`config.mk`:
```
export PLATFORM = sky130hd
export DESIGN_NAME = prng_core
export DESIGN_NICKNAME = d
export VERILOG_FILES = /design/src/rtl/prng_core.sv
export SDC_FILE = /design/constraint.sdc
export NUM_CORES = 1
export LEC_CHECK = 0
export CORE_MARGIN = 4
export CORE_UTILIZATION = 51
export CTS_BUF_LIST = sky130_fd_sc_hd__clkbuf_8
export DETAILED_ROUTE_END_ITERATION = 8
export PLACE_DENSITY_LB_ADDON = 0.1
export REMOVE_ABC_BUFFERS = 1
export SKIP_LAST_GASP = 1
export SLEW_MARGIN = 25
export SYNTH_ARGS = -nofsm -noshare
export SYNTH_HDL_FRONTEND = slang
export SYNTH_SLANG_ARGS = --single-unit
```
`constraint.sdc`:
```
create_clock -name clk -period 2 [get_ports clk]
set_input_delay 0.2 -clock clk [delete_from_list [all_inputs] [get_ports clk]]
set_output_delay 0.2 -clock clk [all_outputs]
set_load 0.01 [all_outputs]
```
`src/rtl/prng_core.sv`:
```
// prng_core: 2*OUT_W-bit data LFSR and OUT_W-bit control LFSR with XNOR
// feedback, per-bit whitening mux, valid/ready output register with sticky
// overrun flag, and a prescaler tick for free-run stepping.
// Optional hex 7-segment decode of rnd_out is built when PRNG_SEG7_EN is
// defined; otherwise seg_out is tied to zero. The port list is the same in both builds.
module prng_core #(
   parameter int OUT_W    = 8,
   parameter int PRESCALE = 10_000_000
) (
   input  logic                   clk,
   input  logic                   rst_n,
   input  logic                   en,
   input  logic                   mode,
   input  logic                   step_req,
   input  logic                   seed_ld,
   input  logic [2*OUT_W-1:0]     seed_in,
   output logic [OUT_W-1:0]       rnd_out,
   output logic                   rnd_valid,
   input  logic                   rnd_ready,
   output logic                   overrun,
   output logic [7*OUT_W/4-1:0]   seg_out
);

   localparam int          DW = 2 * OUT_W;
   localparam int unsigned ND = OUT_W / 4;
   localparam int          PW = (PRESCALE > 1) ? $clog2(PRESCALE) : 1;
   localparam logic [PW-1:0] PMAX = PW'(PRESCALE - 1);

   // Tap masks (bit n-1 set for 1-based tap n) for each supported LFSR width.
   function automatic logic [31:0] tap_mask(input int unsigned w);
      case (w)
         4:       tap_mask = 32'h0000_000C;
         8:       tap_mask = 32'h0000_00B8;
         16:      tap_mask = 32'h0000_D008;
         32:      tap_mask = 32'h8020_0003;
         default: tap_mask = '0;
      endcase
   endfunction

   localparam logic [31:0]      DMASK_FULL = tap_mask(DW);
   localparam logic [31:0]      CMASK_FULL = tap_mask(OUT_W);
   localparam logic [DW-1:0]    DMASK      = DMASK_FULL[DW-1:0];
   localparam logic [OUT_W-1:0] CMASK      = CMASK_FULL[OUT_W-1:0];

   logic [DW-1:0]    data_q,  data_d;
   logic [OUT_W-1:0] ctrl_q,  ctrl_d;
   logic [PW-1:0]    presc_q, presc_d;
   logic [OUT_W-1:0] out_q,   out_d;
   logic             valid_q, valid_d;
   logic             ovr_q,   ovr_d;

   logic [DW-1:0]    data_nx;
   logic [OUT_W-1:0] ctrl_nx;
   logic [OUT_W-1:0] mux_w;
   logic             tick;
   logic             step;
   logic             load;

   // LFSR successors and whitening mux of the current state.
   always_comb begin
      data_nx = {data_q[DW-2:0], ~^(data_q & DMASK)};
      ctrl_nx = {ctrl_q[OUT_W-2:0], ~^(ctrl_q & CMASK)};
      mux_w   = '0;
      for (int unsigned j = 0; j < OUT_W; j++) begin
         mux_w[j] = ctrl_q[j] ? data_q[2*j+1] : data_q[2*j];
      end
   end

   // Step/load qualification and next-state of every register.
   always_comb begin
      load    = en & seed_ld;
      tick    = (presc_q == PMAX);
      step    = en & ~seed_ld & (mode ? step_req : tick);

      data_d  = data_q;
      ctrl_d  = ctrl_q;
      presc_d = presc_q;
      out_d   = out_q;
      valid_d = valid_q;
      ovr_d   = ovr_q;

      // Prescaler is cleared whenever disabled, loading, or in request mode.
      if (!en || seed_ld || mode || tick) begin
         presc_d = '0;
      end else begin
         presc_d = presc_q + 1'b1;
      end

      if (load) begin
         data_d  = (&seed_in) ? '0 : seed_in;
         ctrl_d  = (&seed_in[DW-1:OUT_W]) ? '0 : seed_in[DW-1:OUT_W];
         valid_d = 1'b0;
         ovr_d   = 1'b0;
      end else if (step) begin
         data_d  = data_nx;
         ctrl_d  = ctrl_nx;
         out_d   = mux_w;
         valid_d = 1'b1;
         if (valid_q && !rnd_ready) begin
            ovr_d = 1'b1;
         end
      end else if (en && valid_q && rnd_ready) begin
         valid_d = 1'b0;
      end
   end

   // State registers with asynchronous active-low reset.
   always_ff @(posedge clk or negedge rst_n) begin
      if (!rst_n) begin
         data_q  <= '0;
         ctrl_q  <= '0;
         presc_q <= '0;
         out_q   <= '0;
         valid_q <= 1'b0;
         ovr_q   <= 1'b0;
      end else begin
         data_q  <= data_d;
         ctrl_q  <= ctrl_d;
         presc_q <= presc_d;
         out_q   <= out_d;
         valid_q <= valid_d;
         ovr_q   <= ovr_d;
      end
   end

   assign rnd_out   = out_q;
   assign rnd_valid = valid_q;
   assign overrun   = ovr_q;

`ifdef PRNG_SEG7_EN
   function automatic logic [6:0] seg7(input logic [3:0] n);
      case (n)
         4'h0: seg7 = 7'h3F;
         4'h1: seg7 = 7'h06;
         4'h2: seg7 = 7'h5B;
         4'h3: seg7 = 7'h4F;
         4'h4: seg7 = 7'h66;
         4'h5: seg7 = 7'h6D;
         4'h6: seg7 = 7'h7D;
         4'h7: seg7 = 7'h07;
         4'h8: seg7 = 7'h7F;
         4'h9: seg7 = 7'h6F;
         4'hA: seg7 = 7'h77;
         4'hB: seg7 = 7'h7C;
         4'hC: seg7 = 7'h39;
         4'hD: seg7 = 7'h5E;
         4'hE: seg7 = 7'h79;
         default: seg7 = 7'h71;
      endcase
   endfunction

   // Hex digit decode, one gfedcba digit per nibble of rnd_out.
   always_comb begin
      seg_out = '0;
      for (int unsigned n = 0; n < ND; n++) begin
         seg_out[7*n +: 7] = seg7(out_q[4*n +: 4]);
      end
   end
`else
   assign seg_out = '0;
`endif

endmodule

```
# After elaboration in Yosys (flattened, before gate mapping)
# Cells that the tools add are included.
[totals]
register_bits = 58
input_bits = 23
out_inout_bits = 24
word_cells = 52
[classes]
n_addsub = 1
n_eq_ne = 1
muxes = 22
n_bitwise = 5
n_reduce_logical = 17
[op_table]
columns = ["operator", "n"]
rows = [
  ["$mux 16", 3],
  ["$add 24x1->24 const B", 1],
  ["$eq 24x24->1 const B", 1],
  ["$mux 24", 1],
  ["$mux 8", 3],
  ["$reduce_and 16->1", 1],
  ["$reduce_xnor 16->1", 1],
  ["$mux 1", 15],
  ["$reduce_and 8->1", 1],
  ["$reduce_xnor 8->1", 1],
  ["$reduce_and 2->1", 2],
  ["$reduce_bool 2->1", 2],
  ["$and 1x1->1", 3],
  ["$logic_and 1x1->1", 3],
  ["$logic_or 1x1->1", 3],
  ["$reduce_bool 3->1", 1],
  ["$logic_not 1->1", 2],
  ["$not 1->1", 2],
]

# Logic depth before layout (Yosys ltp)
[logic_depth]
word_depth = 5
ltp_mapped = 6
ltp_nobuf = 5

# Least setup slack after synthesis
# OpenSTA, ideal clock, no wires.
[synth_timing]
kind = "flip-flop to flip-flop"
from = "register presc_q[0]"
to = "register ctrl_q[4]"
setup_time_ns = 0.125
arrival_ns = 1.975
required_time_ns = 1.875
setup_slack_ns = -0.099
path_stages_with_launch = 7
n_path_buf = 1
synth_period_minus_slack_ns = 2.099
cell_sequence = "dfrtp_1 -> ha_1 -> nand2_1 -> or4_4 -> o22ai_4 -> buf_4 -> mux2_2"
[synth_via]
elab_chain_len = 4
[synth_lines]
columns = ["item", "line_no", "rtl"]
rows = [
  ["start, declared", "47", "logic [PW-1:0] presc_q, presc_d;"],
  ["start signal, assigned", "119", "presc_q <= presc_d;"],
  ["$eq 24x24->1", "72", "tick = (presc_q == PMAX);"],
  ["$mux 1", "73", "step = en & ~seed_ld & (mode ? step_req : tick);"],
  ["$and 1x1->1", "73", ""],
  ["$reduce_bool 2->1 (no source line)", "n/a", ""],
  ["end signal, assigned", "118", "ctrl_q <= ctrl_d;"],
  ["end, declared", "46", "logic [OUT_W-1:0] ctrl_q, ctrl_d;"],
]
# No other way between the ends.
# A chain may end at the register's enable or synchronous reset.

# Final worst setup path
[layout_timing]
from = "register presc_q[8]"
to = "register data_q[6]"
[layout_via]
elab_chain_len = 4
[layout_lines]
columns = ["item", "line_no", "rtl"]
rows = [
  ["$eq 24x24->1", "72", ""],
  ["$mux 1", "73", ""],
  ["$and 1x1->1", "73", ""],
  ["$reduce_bool 2->1 (no source line)", "n/a", ""],
  ["end signal, assigned", "117", "data_q <= data_d;"],
  ["end, declared", "45", "logic [DW-1:0] data_q, data_d;"],
]
# No other way between the ends.

==> results.json <==
{
  "outcome": "finished, final reports clean",
  "die_x_um": 86.2,
  "power.total_uw": 3500,
  "grt_max_degree": 36,
  "worstSetupPathType": "register to register",
  "yosysWarnings": 0,
  "tns_ps": 0,
  "rows": 28,
  "synth_top_cell_by_area": "dfrtp_1",
  "clock_latency_ps": 340,
  "layout-drive-gt1-share": 0.287,
  "grt_pass1_wl_um": 11700,
  "cts.clk_slew.worst_paths_ps": 70,
  "vias": 2396,
  "yosysSeqAreaShare": 0.465,
  "grt_antenna_before_repair": 0,
  "portBuffers": 32,
  "area_delta_synth_final_pct": 29.1,
  "start_kind": "register",
  "synth_top_area_share": 0.465,
  "overflow": 0,
  "fmax_mhz": 502,
  "fin_worst_skew_ps": 10.4,
  "drc": 0,
  "initial_core_util": 0.527,
  "numCtsBuffers": 9,
  "dieArea_um2": 7430,
  "ir_drop_uv": 475,
  "n_antenna_cell": 0,
  "ctsHtreeMaxLevel": 3,
  "post_dp_cell_area_um2": 3750,
  "r2r-end": "data_q[6]$_DFFE_PN0P_",
  "setup_viol": 0,
  "crit_path_end": "data_q[6]$_DFFE_PN0P_",
  "hold_viol_final": 0,
  "finalInstanceArea_um2": 4020,
  "syn-cell-area_um2": 3120,
  "grt_pass1_vias": 2446,
  "cts_buffer_depth": 2,
  "synth_area_per_cell_um2": 11.0,
  "drt_wl_total_um": 6750,
  "final_cells": 437,
  "ys_ff_latch": 58,
  "drt_first_iter_violations": 115,
  "post-route-period-util": 0.996,
  "cp_max_fo": 24,
  "rsz0062_at_grt": "true",
  "async_flop_share": 1.00,
  "hold_class": "primary input to asynchronous set/reset pin",
  "coreArea_um2": 5920,
  "drv_slew": 0,
  "cts.sinks": 58,
  "ff2ff_path_depth": 5,
  "synth_cell_types": 41,
  "drtAntennaViolNets": 0,
  "post-dp-hpwl_um": 4800,
  "cts_tree": "done",
  "grtUsageTotal": 0.201,
  "die_y_um": 86.2,
  "via_per_inst": 5.48,
  "cellPowerDensity_nw_per_um2": 869,
  "r2r_slack_ps": 8,
  "cts_root_buffer": "clkbuf_8",
  "dp.cells": 418,
  "drt_first_pass_iters": 4,
  "synth_edf_count": 0,
  "leakagePower_uw": 0.00172,
  "ys.flop_type": "dfrtp_1",
  "wl_per_cell_um": 15.4,
  "synth_area_leaders": "dfrtp_1 47%, mux2_2 14%, a22o_1 4.5%, buf_4 3.9%, xnor2_1 3.4%",
  "period_needed_ps": 1990,
  "tightest_slew_ps": 566,
  "netlist_instances": 283,
  "crit_arrival_ps": 2210,
  "cp.required_ps": 2220,
  "cap_violations": 0,
  "nNetsFinal": 381,
  "r2r-start": "presc_q[8]$_DFF_PN0_",
  "startpoint": "presc_q[8]$_DFF_PN0_",
  "place.gp.congestion": 0.859,
  "pin_count": 47,
  "whs_ps": 388,
  "max_slew_margin": 0.623,
  "end_kind": "register"
}
==> worst max-delay path, cell delays in order, from the launching register on <==
cell and delay [ps]:
dfrtp_1 400, nand4bb_1 200, or4_4 580, o22ai_4 140
buf_12 200, mux2_2 350
==> cell families after synthesis <==
group / share of synthesized area
fa+ha+maj: 0.00401
xor+xnor: 0.0478
other cells: 0.00120
compound gates: 0.132
mux: 0.144
flops: 0.465
buf+inv: 0.0610
simple gates: 0.144
==> cell usage in the layout (no fill, tap or decap), types with 2 or more instances in the layout <==
| cell type | Yosys | routed |
|---|---|---|
| nand4_1 | 9 | 9 |
| nor4_1 | 3 | 3 |
| or4_1 | 4 | 4 |
| buf_4 | 16 | 36 |
| nor4bb_1 | 2 | 2 |
| buf_12 | 0 | 3 |
| dfrtp_1 | 58 | 58 |
| clkdlybuf4s50_1 | 0 | 31 |
| nand2_1 | 18 | 18 |
| a22o_1 | 16 | 16 |
| o31ai_1 | 4 | 4 |
| nand3_1 | 8 | 8 |
| a21oi_1 | 11 | 11 |
| o2bb2ai_1 | 7 | 7 |
| bufinv_16 | 0 | 2 |
| nor3_1 | 3 | 3 |
| clkbuf_8 | 0 | 10 |
| xor2_1 | 5 | 5 |
| clkinv_2 | 0 | 2 |
| mux2_4 | 0 | 7 |
| buf_6 | 1 | 2 |
| o21ai_0 | 8 | 8 |
| xnor2_1 | 12 | 12 |
| nor2_1 | 16 | 16 |
| or3_1 | 7 | 7 |
| conb_1 | 1 | 14 |
| or4_4 | 3 | 3 |
| mux2_2 | 40 | 33 |
| inv_1 | 8 | 9 |
==> worst min-delay path by stage <==
stage,from,to,slack [ps],depth (start not counted)
2_1_floorplan,rst_n,ctrl_q[0]$_DFFE_PN0P_,-100,0
3_3_place_gp,rst_n,rnd_out[0]$_DFFE_PN0P_,220,1
3_5_place_dp,rst_n,rnd_out[0]$_DFFE_PN0P_,230,1
4_1_cts,rst_n,rnd_out[0]$_DFFE_PN0P_,410,2
5_1_grt,rst_n,rnd_out[0]$_DFFE_PN0P_,430,2
6_report,rst_n,rnd_out[0]$_DFFE_PN0P_,390,2
==> state kept, by name (all words and copies together) (netlist names) <==
name,cells
ctrl_q,8
data_q,16
overrun,1
presc_q,24
rnd_out,8
rnd_valid,1
==> layer usage <==
layer | up-vias | wire length, µm | share of wire | GRT usage
met5 | - | 0 | 0 | 0
met2 | 60 | 3290 | 0.49 | 0.336
met3 | 12 | 335 | 0.050 | 0.0390
met1 | 1165 | 3010 | 0.45 | 0.257
li1 | 1159 | - | - | -
met4 | 0 | 114 | 0.017 | 0.0807
==> area by class of cell <==
type / count / area, µm²
Fill cell: 477 / 1900
Clock inverter: 6 / 81.3
Tap cell: 75 / 93.8
Inverter: 8 / 30.0
Sequential cell: 58 / 1450
Timing Repair Buffer: 74 / 678
Multi-Input combinational cell: 206 / 1550
Clock buffer: 10 / 138
==> cells in the mapped netlist, drive strengths merged, types with 8 or more instances <==
master,n
a21oi,12
nand2,18
o21ai,10
xnor2,12
nor2,16
mux2,40
buf,19
inv,8
nand4,9
dfrtp,58
a22o,16
nand3,9
==> timing repair <==
item,CTS,global route
buffers inserted,0,2
endpoints found under the setup margin,32,37
hold endpoints to repair,23,0
pin swaps,2,1
resized for setup,0,9
hold buffers,1,0
==> per-stage QoR <==
step           worst slack [ps]   util
3_5_place_dp              -97.5  0.633
4_1_cts                    1.77  0.671
5_1_grt                   -53.9  0.680
6_report                   7.90  0.680
3_3_place_gp              -59.7  0.633
2_1_floorplan              -425      -
==> where the power goes <==
| group | switching, µW | internal (µW) | total (µW) |
|---|---|---|---|
| Sequential | 157 | 1360 | 1510 |
| Combinational | 276 | 503 | 779 |
| Clock | 476 | 727 | 1200 |
| Total | 909 | 2590 | 3500 |
Note: power is estimated with default switching activity, not from simulation.
